===== src/rtl/sobel_row_buffer_pkg.sv =====
// Shared widths and FSM encoding for the Sobel row buffer.
// A row segment holds NUM_SOBEL_ACCELERATORS+2 eight-bit pixels.
package sobel_row_buffer_pkg;

   localparam int NUM_SOBEL_ACCELERATORS = 4;
   localparam int SOBEL_IDATA_WIDTH      = (NUM_SOBEL_ACCELERATORS + 2) * 8;
   localparam int SOBEL_CNT_WIDTH        = 10;

   typedef enum logic [1:0] {
      ST_IDLE   = 2'd0,
      ST_FILL   = 2'd1,
      ST_STREAM = 2'd2,
      ST_DONE   = 2'd3
   } srow_state_t;

endpackage


===== src/rtl/sobel_row_buffer.sv =====
// Three-row sliding window between the row fetcher and the Sobel accelerator core.
// Handshake: a transfer happens on a rising edge where valid && ready are both high.
module sobel_row_buffer
   import sobel_row_buffer_pkg::*;
#(
   parameter int ROW_WIDTH = SOBEL_IDATA_WIDTH,
   parameter int CNT_WIDTH = SOBEL_CNT_WIDTH
) (
   input  logic                 clk,
   input  logic                 reset_n,
   input  logic                 frame_start,
   input  logic [CNT_WIDTH-1:0] frame_rows,
   input  logic                 mem2srow_valid,
   input  logic [ROW_WIDTH-1:0] mem2srow_data,
   output logic                 srow2mem_ready,
   output logic [ROW_WIDTH-1:0] srow2sacc_row1_data,
   output logic [ROW_WIDTH-1:0] srow2sacc_row2_data,
   output logic [ROW_WIDTH-1:0] srow2sacc_row3_data,
   output logic                 srow2sacc_valid,
   input  logic                 sacc2srow_ready,
   output logic                 srow2sacc_last,
   output logic                 frame_done,
   output logic                 frame_err,
   output srow_state_t          fsm_state
);

   srow_state_t          state_q;
   logic [CNT_WIDTH-1:0] rows_q;
   logic [CNT_WIDTH-1:0] rows_in;
   logic [CNT_WIDTH-1:0] win_out;
   logic [ROW_WIDTH-1:0] row1_q, row2_q, row3_q;
   logic                 valid_q;
   logic                 in_fire;
   logic                 out_fire;

   // Ready looks at the downstream ready so a consume and an accept can share
   // one edge; it never depends on mem2srow_valid.
   assign srow2mem_ready = (state_q == ST_FILL) ||
                           ((state_q == ST_STREAM) && (rows_in < rows_q) &&
                            (!valid_q || sacc2srow_ready));

   assign in_fire             = mem2srow_valid && srow2mem_ready;
   assign out_fire            = valid_q && sacc2srow_ready;
   assign srow2sacc_valid     = valid_q;
   assign srow2sacc_last      = valid_q && (win_out == rows_q - CNT_WIDTH'(3));
   assign srow2sacc_row1_data = row1_q;
   assign srow2sacc_row2_data = row2_q;
   assign srow2sacc_row3_data = row3_q;
   assign fsm_state           = state_q;

   always_ff @(posedge clk or negedge reset_n) begin
      if (!reset_n) begin
         row1_q <= '0;
         row2_q <= '0;
         row3_q <= '0;
      end else if (in_fire) begin
         row1_q <= row2_q;
         row2_q <= row3_q;
         row3_q <= mem2srow_data;
      end
   end

   always_ff @(posedge clk or negedge reset_n) begin
      if (!reset_n) begin
         state_q    <= ST_IDLE;
         rows_q     <= '0;
         rows_in    <= '0;
         win_out    <= '0;
         valid_q    <= 1'b0;
         frame_done <= 1'b0;
         frame_err  <= 1'b0;
      end else begin
         frame_done <= 1'b0;
         frame_err  <= 1'b0;
         case (state_q)
            ST_IDLE: begin
               valid_q <= 1'b0;
               if (frame_start) begin
                  if (frame_rows >= CNT_WIDTH'(3)) begin
                     rows_q  <= frame_rows;
                     rows_in <= '0;
                     win_out <= '0;
                     state_q <= ST_FILL;
                  end else begin
                     frame_err <= 1'b1;
                  end
               end
            end
            ST_FILL: begin
               if (in_fire) begin
                  rows_in <= rows_in + CNT_WIDTH'(1);
                  if (rows_in == CNT_WIDTH'(2)) begin
                     state_q <= ST_STREAM;
                     valid_q <= 1'b1;
                  end
               end
            end
            ST_STREAM: begin
               if (in_fire) rows_in <= rows_in + CNT_WIDTH'(1);
               if (out_fire) begin
                  win_out <= win_out + CNT_WIDTH'(1);
                  if (srow2sacc_last) begin
                     state_q    <= ST_DONE;
                     frame_done <= 1'b1;
                     valid_q    <= 1'b0;
                  end else begin
                     valid_q <= in_fire;
                  end
               end else if (in_fire) begin
                  valid_q <= 1'b1;
               end
            end
            ST_DONE: state_q <= ST_IDLE;
            default: state_q <= ST_IDLE;
         endcase
      end
   end

endmodule


===== config.mk =====
export PLATFORM = sky130hd
export DESIGN_NAME = sobel_row_buffer
export DESIGN_NICKNAME = d
export VERILOG_FILES = /design/src/rtl/sobel_row_buffer_pkg.sv /design/src/rtl/sobel_row_buffer.sv
export SDC_FILE = /design/constraint.sdc
export NUM_CORES = 1
export LEC_CHECK = 0
export ABC_AREA = 1
export ABC_CLOCK_PERIOD_IN_PS = 2280
export CORE_AREA = 2 2 146 120
export CTS_CLUSTER_SIZE = 10
export DETAILED_ROUTE_END_ITERATION = 10
export DIE_AREA = 0 0 148 122
export PLACE_DENSITY = 0.8
export SLEW_MARGIN = 20
export SYNTH_ARGS = -nofsm -noshare
export SYNTH_HDL_FRONTEND = slang
export SYNTH_SLANG_ARGS = --single-unit

===== constraint.sdc =====
create_clock -name clk -period 2.28 [get_ports clk]
set_input_delay 0.57 -clock clk [delete_from_list [all_inputs] [get_ports clk]]
set_output_delay 0.57 -clock clk [all_outputs]
set_load 0.01 [all_outputs]

# After elaboration in Yosys (flattened, before gate mapping)
# Index checks and enable logic that the tools add are counted.
[totals]
elab_cells = 71
in_bits = 63
out_inout_bits = 151
register_bits = 179
[classes]
n_mux = 25
reduce_logical = 18
n_addsub = 3
magnitude_cmp = 2
n_eq_ne = 13
[op_table]
columns = ["cell", "count"]
rows = [
  ["2-to-1 mux 10 bit", 4],
  ["one-hot mux 10 bit (2 select lines)", 2],
  ["adder 10 x 1 -> 10 bit, second input constant", 2],
  ["2-to-1 mux 2 bit", 6],
  ["AND reduction 4 bit", 3],
  ["2-to-1 mux 1 bit", 11],
  ["equality test 10 bit", 1],
  ["equality test 10 x 2 -> 1 bit, second input constant", 1],
  [">= comparator 10 x 2 -> 1 bit, second input constant", 1],
  ["less-than comparator 10 bit", 1],
  ["!= test 2 bit, second input constant", 5],
  ["subtractor 10 x 2 -> 10 bit, second input constant", 1],
  ["one-hot mux 2 bit (4 select lines)", 1],
  ["AND reduction 6 bit", 1],
  ["logical AND 1 bit", 5],
  ["equality test 2 bit, second input constant", 2],
  ["!= test 2 x 1 -> 1 bit, second input constant", 2],
  ["nonzero test 2 bit", 2],
  ["!= test 3 bit, second input constant", 1],
  ["one-hot mux 1 bit (3 select lines)", 1],
  ["AND reduction 3 bit", 1],
  ["nonzero test 3 bit", 1],
  ["equality test 2 x 1 -> 1 bit, second input constant", 1],
  ["zero test 2 bit", 1],
  ["other kinds (3)", 4],
]

# Depth between registers and ports, before layout
[logic_depth]
word_depth = 8
depth_mapped = 16
mapped_depth_nobuf = 15

# Worst setup path after synthesis
# Ideal clock, no wire load.
[synth_path]
path_kind = "register to output"
from = "register rows_q[0]"
to = "output port srow2sacc_last"
path_slack_ps = 155
stages_incl_launch_ff = 9
required_ps = 1710
path_buffers = 0
arrival_ps = 1555
cell_sequence = "dfrtp_1 -> ha_1 -> inv_1 -> nor2_1 -> o21ai_0 -> nand4_1 -> nor3b_1 -> nand4_1 -> nor2_1"
[synth_between]
elab_chain_len = 3
[synth_rtl]
columns = ["element", "line_no", "source"]
rows = [
  ["start, declared", "sobel_row_buffer.sv:28", "logic [CNT_WIDTH-1:0] rows_q;"],
  ["start signal, assigned", "sobel_row_buffer.sv:80", "rows_q <= frame_rows;"],
  ["subtractor 10 x 2 -> 10 bit", "sobel_row_buffer.sv:45", "assign srow2sacc_last = valid_q && (win_out == rows_q - CNT_WIDTH'(3));"],
  ["equality test 10 bit", "sobel_row_buffer.sv:45", ""],
  ["logical AND 1 bit", "sobel_row_buffer.sv:45", ""],
  ["end, declared", "sobel_row_buffer.sv:21", "output logic srow2sacc_last,"],
]
# No other way between the ends.

# Worst setup path after layout
[layout_path]
from = "register rows_q[3]"
to = "output port srow2sacc_last"
# Same word-level chain as after synthesis.

==> out/summary.txt <==
Synth unique cells -> 27
Critical Path RT -> 1710 ps
FP Rows -> 43
Largest net degree at the start of global routing -> 68
Post-Synthesis Net Count -> 1046
Chip width -> 148 um
Fin area -> 13600 um2
Antenna violations before repair -> 0
HP Class -> primary input to async pin
Setup Viol. Count Final -> 152
Slew Viols, Final -> 0
Top cell by count, worst path -> nor2_1
Number of max-cap violations -> 0
Pre-CTS WS -> -488 ps
Worst path cell trace -> buf_4, nor2_1, inv_1, nor2_2, xor2_1, nand4_1, nor2_1, buf_2
Sequential area share after synthesis -> 56.2%
Final Critical Period -> 2680 ps
Fmax -> 373 MHz
Period utilization -> 118%
Via count -> 8058
Placed cell count -> 1441
CTS tree -> yes
Mapped cell area -> 7980 um2
Flip-flop and latch count after synthesis -> 179
Skew final -> 14.6 ps
Die ar. -> 18100 um2
Die height -> 122 um
Number of synthesized flops with an enable pin -> 0
Core area -> 16800 um2
Placed Area -> 10800 um2
Yosys warns -> 0
Vias in the first global route -> 6869
Vias per inst -> 5.30
Top_reg_cell synth -> dfrtp_1
Root Driver -> clkbuf_16
DRC Markers -> 0
H-tree Lvls -> 4
Max incr delay on CP -> 420 ps
GRT overflow -> 0
Peak supply drop -> 0.966 mV
Drt initial violations -> 629
Syn avg cell area -> 8.26 um2
Num CTS Buffers -> 17
Initial Utilization -> 47.5%
# hold bufs at CTS -> 0
Slack of the critical path -> -401 ps
Routed wire length -> 28500 um
Final Hold Viols -> 0
Crit path kind -> register to output port
CP Max Fanout -> 3
Sink Count -> 179
Routability cong. -> 0.880
Final-stage net count -> 1362
Clock Path Buffers -> 2
Drt pass-1 iters -> 5
CP startpoint kind -> register
FILL cells -> 949
IO Pins -> 214
Pwr Density -> 1500 nW/um2
Routed wire per std cell -> 18.8 um
GRT Total Usage -> 24.1%
Async SR Flop Fraction -> 100%
RSZ-0062 raised after global routing -> yes
Status -> complete, but fails checks
N_diodes -> 0
CP max stage cell -> dfrtp_1
I/O Buffers -> 213
Final ANT Viol Nets -> 0
CTS clock-pin slew for the worst setup and hold paths -> 70 ps
Tot Pwr -> 20.4 mW
Buf/Inv on CP -> 3
Post-Synthesis Cells -> 966
Failing checks -> setup timing
Non-filler instance count after layout -> 1520
Critical Path End Type -> output port
Max_slew headroom -> 57.9%
Fraction of layout cells with a size suffix above 1 -> 33.4%
Area grow syn2layout -> 70.6%
Critical Path AT -> 2110 ps
Cell family with most CP delay -> simple AND/OR/NAND/NOR gates
Hold slack final -> 106 ps
First-pass GRT wire length -> 34500 um
Post-DP HPWL -> 15300 um
Actual slew at the worst max-slew pin -> 631 ps
Clock Latency Late Sink -> 440 ps
Leak pwr -> 6.90 nW
[kinds of logic (layout without fill, tap and decap cells)]
family,count (synthesis),after routing,share of synthesized area [%]
simple gates,569,569,28.1
flops,179,179,56.2
buf+inv,110,439,6.46
compound gates,77,77,5.10
fa+ha+maj,17,17,2.67
xor+xnor,14,14,1.54
[repair_timing]
action / in CTS / in global routing
buffers inserted: 4 / 11
cloned: 0 / 33
resized for setup: 31 / 440
setup endpoints to repair: 55 / 157
pin swaps: 15 / 45
[flip-flops by register name (all words and copies together), names as in the netlist]
name and cells:
srow2sacc_row1_data 48, srow2sacc_row2_data 48, frame_err 1, frame_done 1, srow2sacc_row3_data 48, rows_in 10, srow2sacc_valid 1, rows_q 10
win_out 10, fsm_state 2
[power breakdown]
| part | internal [mW] | leakage (nW) | switching [mW] | total [mW] |
|---|---|---|---|---|
| Sequential | 4.52 | 2.29 | 1.35 | 5.87 |
| Combinational | 5.67 | 4.32 | 5.80 | 11.5 |
| Clock | 1.60 | 0.288 | 1.42 | 3.02 |
| Total | 11.8 | 6.90 | 8.57 | 20.4 |
[final timing paths]
path | start | endpoint | slack, ps | cells past startpoint
max in group asynchronous | reset_n | srow2sacc_row3_data[13] | 1520 | 2
setup / recovery | rows_q[3] | srow2sacc_last | -400 | 8
min in group clk | srow2sacc_row1_data[1] | srow2sacc_row1_data[1] | 490 | 2
hold reg to reg | srow2sacc_row1_data[1] | srow2sacc_row1_data[1] | 490 | 2
setup reg to reg | rows_q[5] | srow2sacc_row2_data[9] | -160 | 16
hold / removal | reset_n | srow2sacc_row2_data[27] | 110 | 1
[layer usage]
metal | vias up | share of wire (%) | global-route usage [%]
met2 | 388 | 51 | 40.2
li1 | 3656 | - | -
met3 | 71 | 7.0 | 4.08
met4 | 0 | 2.8 | 7.44
met1 | 3943 | 40 | 32.5
met5 | - | 0 | 0
[synthesized netlist by cell type (3+ instances only)]
cell / count / share of area [%]
xor2_1: 8 / 0.88
nand2_2: 3 / 0.24
nor4_1: 3 / 0.24
dfrtp_1: 179 / 56
nand2_1: 470 / 22
xnor2_1: 6 / 0.66
a21oi_1: 6 / 0.38
ha_1: 17 / 2.7
o21ai_1: 3 / 0.19
inv_2: 3 / 0.14
nor3_1: 8 / 0.50
inv_1: 70 / 3.3
clkbuf_1: 5 / 0.24
buf_2: 20 / 1.3
nand4_1: 10 / 0.78
buf_6: 10 / 1.4
nand3_1: 24 / 1.5
nor2_1: 47 / 2.2
o31ai_1: 4 / 0.38
o21ai_0: 63 / 4.0
[placed cells by master (no fill, tap or decap), types with 33 or more instances in the layout]
cell type and n:
clkbuf_16 35, nand2_2 129, o21ai_2 33, clkdlybuf4s50_1 210, buf_4 60, nand2_1 263, nand2_4 81, dfrtp_1 179
nor2_1 43, inv_1 60
[metrics by stage]
step | TNS, ps | utilization (%)
2_1_floorplan | 0 | -
3_3_place_gp | -4340 | 64.5
3_5_place_dp | -4630 | 64.5
4_1_cts | -623 | 68.7
5_1_grt | -29550 | 81.1
6_report | -12670 | 81.1
[area by class of cell]
class                      instances  area (um2)  share of cell area, %
sequential                       179        4480                   32.9
multi-input combinational        677        4160                   30.6
clock buffer                      18         439                   3.23
clock inverter                    14         170                   1.25
timing repair buffer             329        3700                   27.2
timing repair inverter             3        52.6                  0.386
inverter                          75         318                   2.34
tap                              225         282                   2.07
Power figures use the tool's default switching activity.
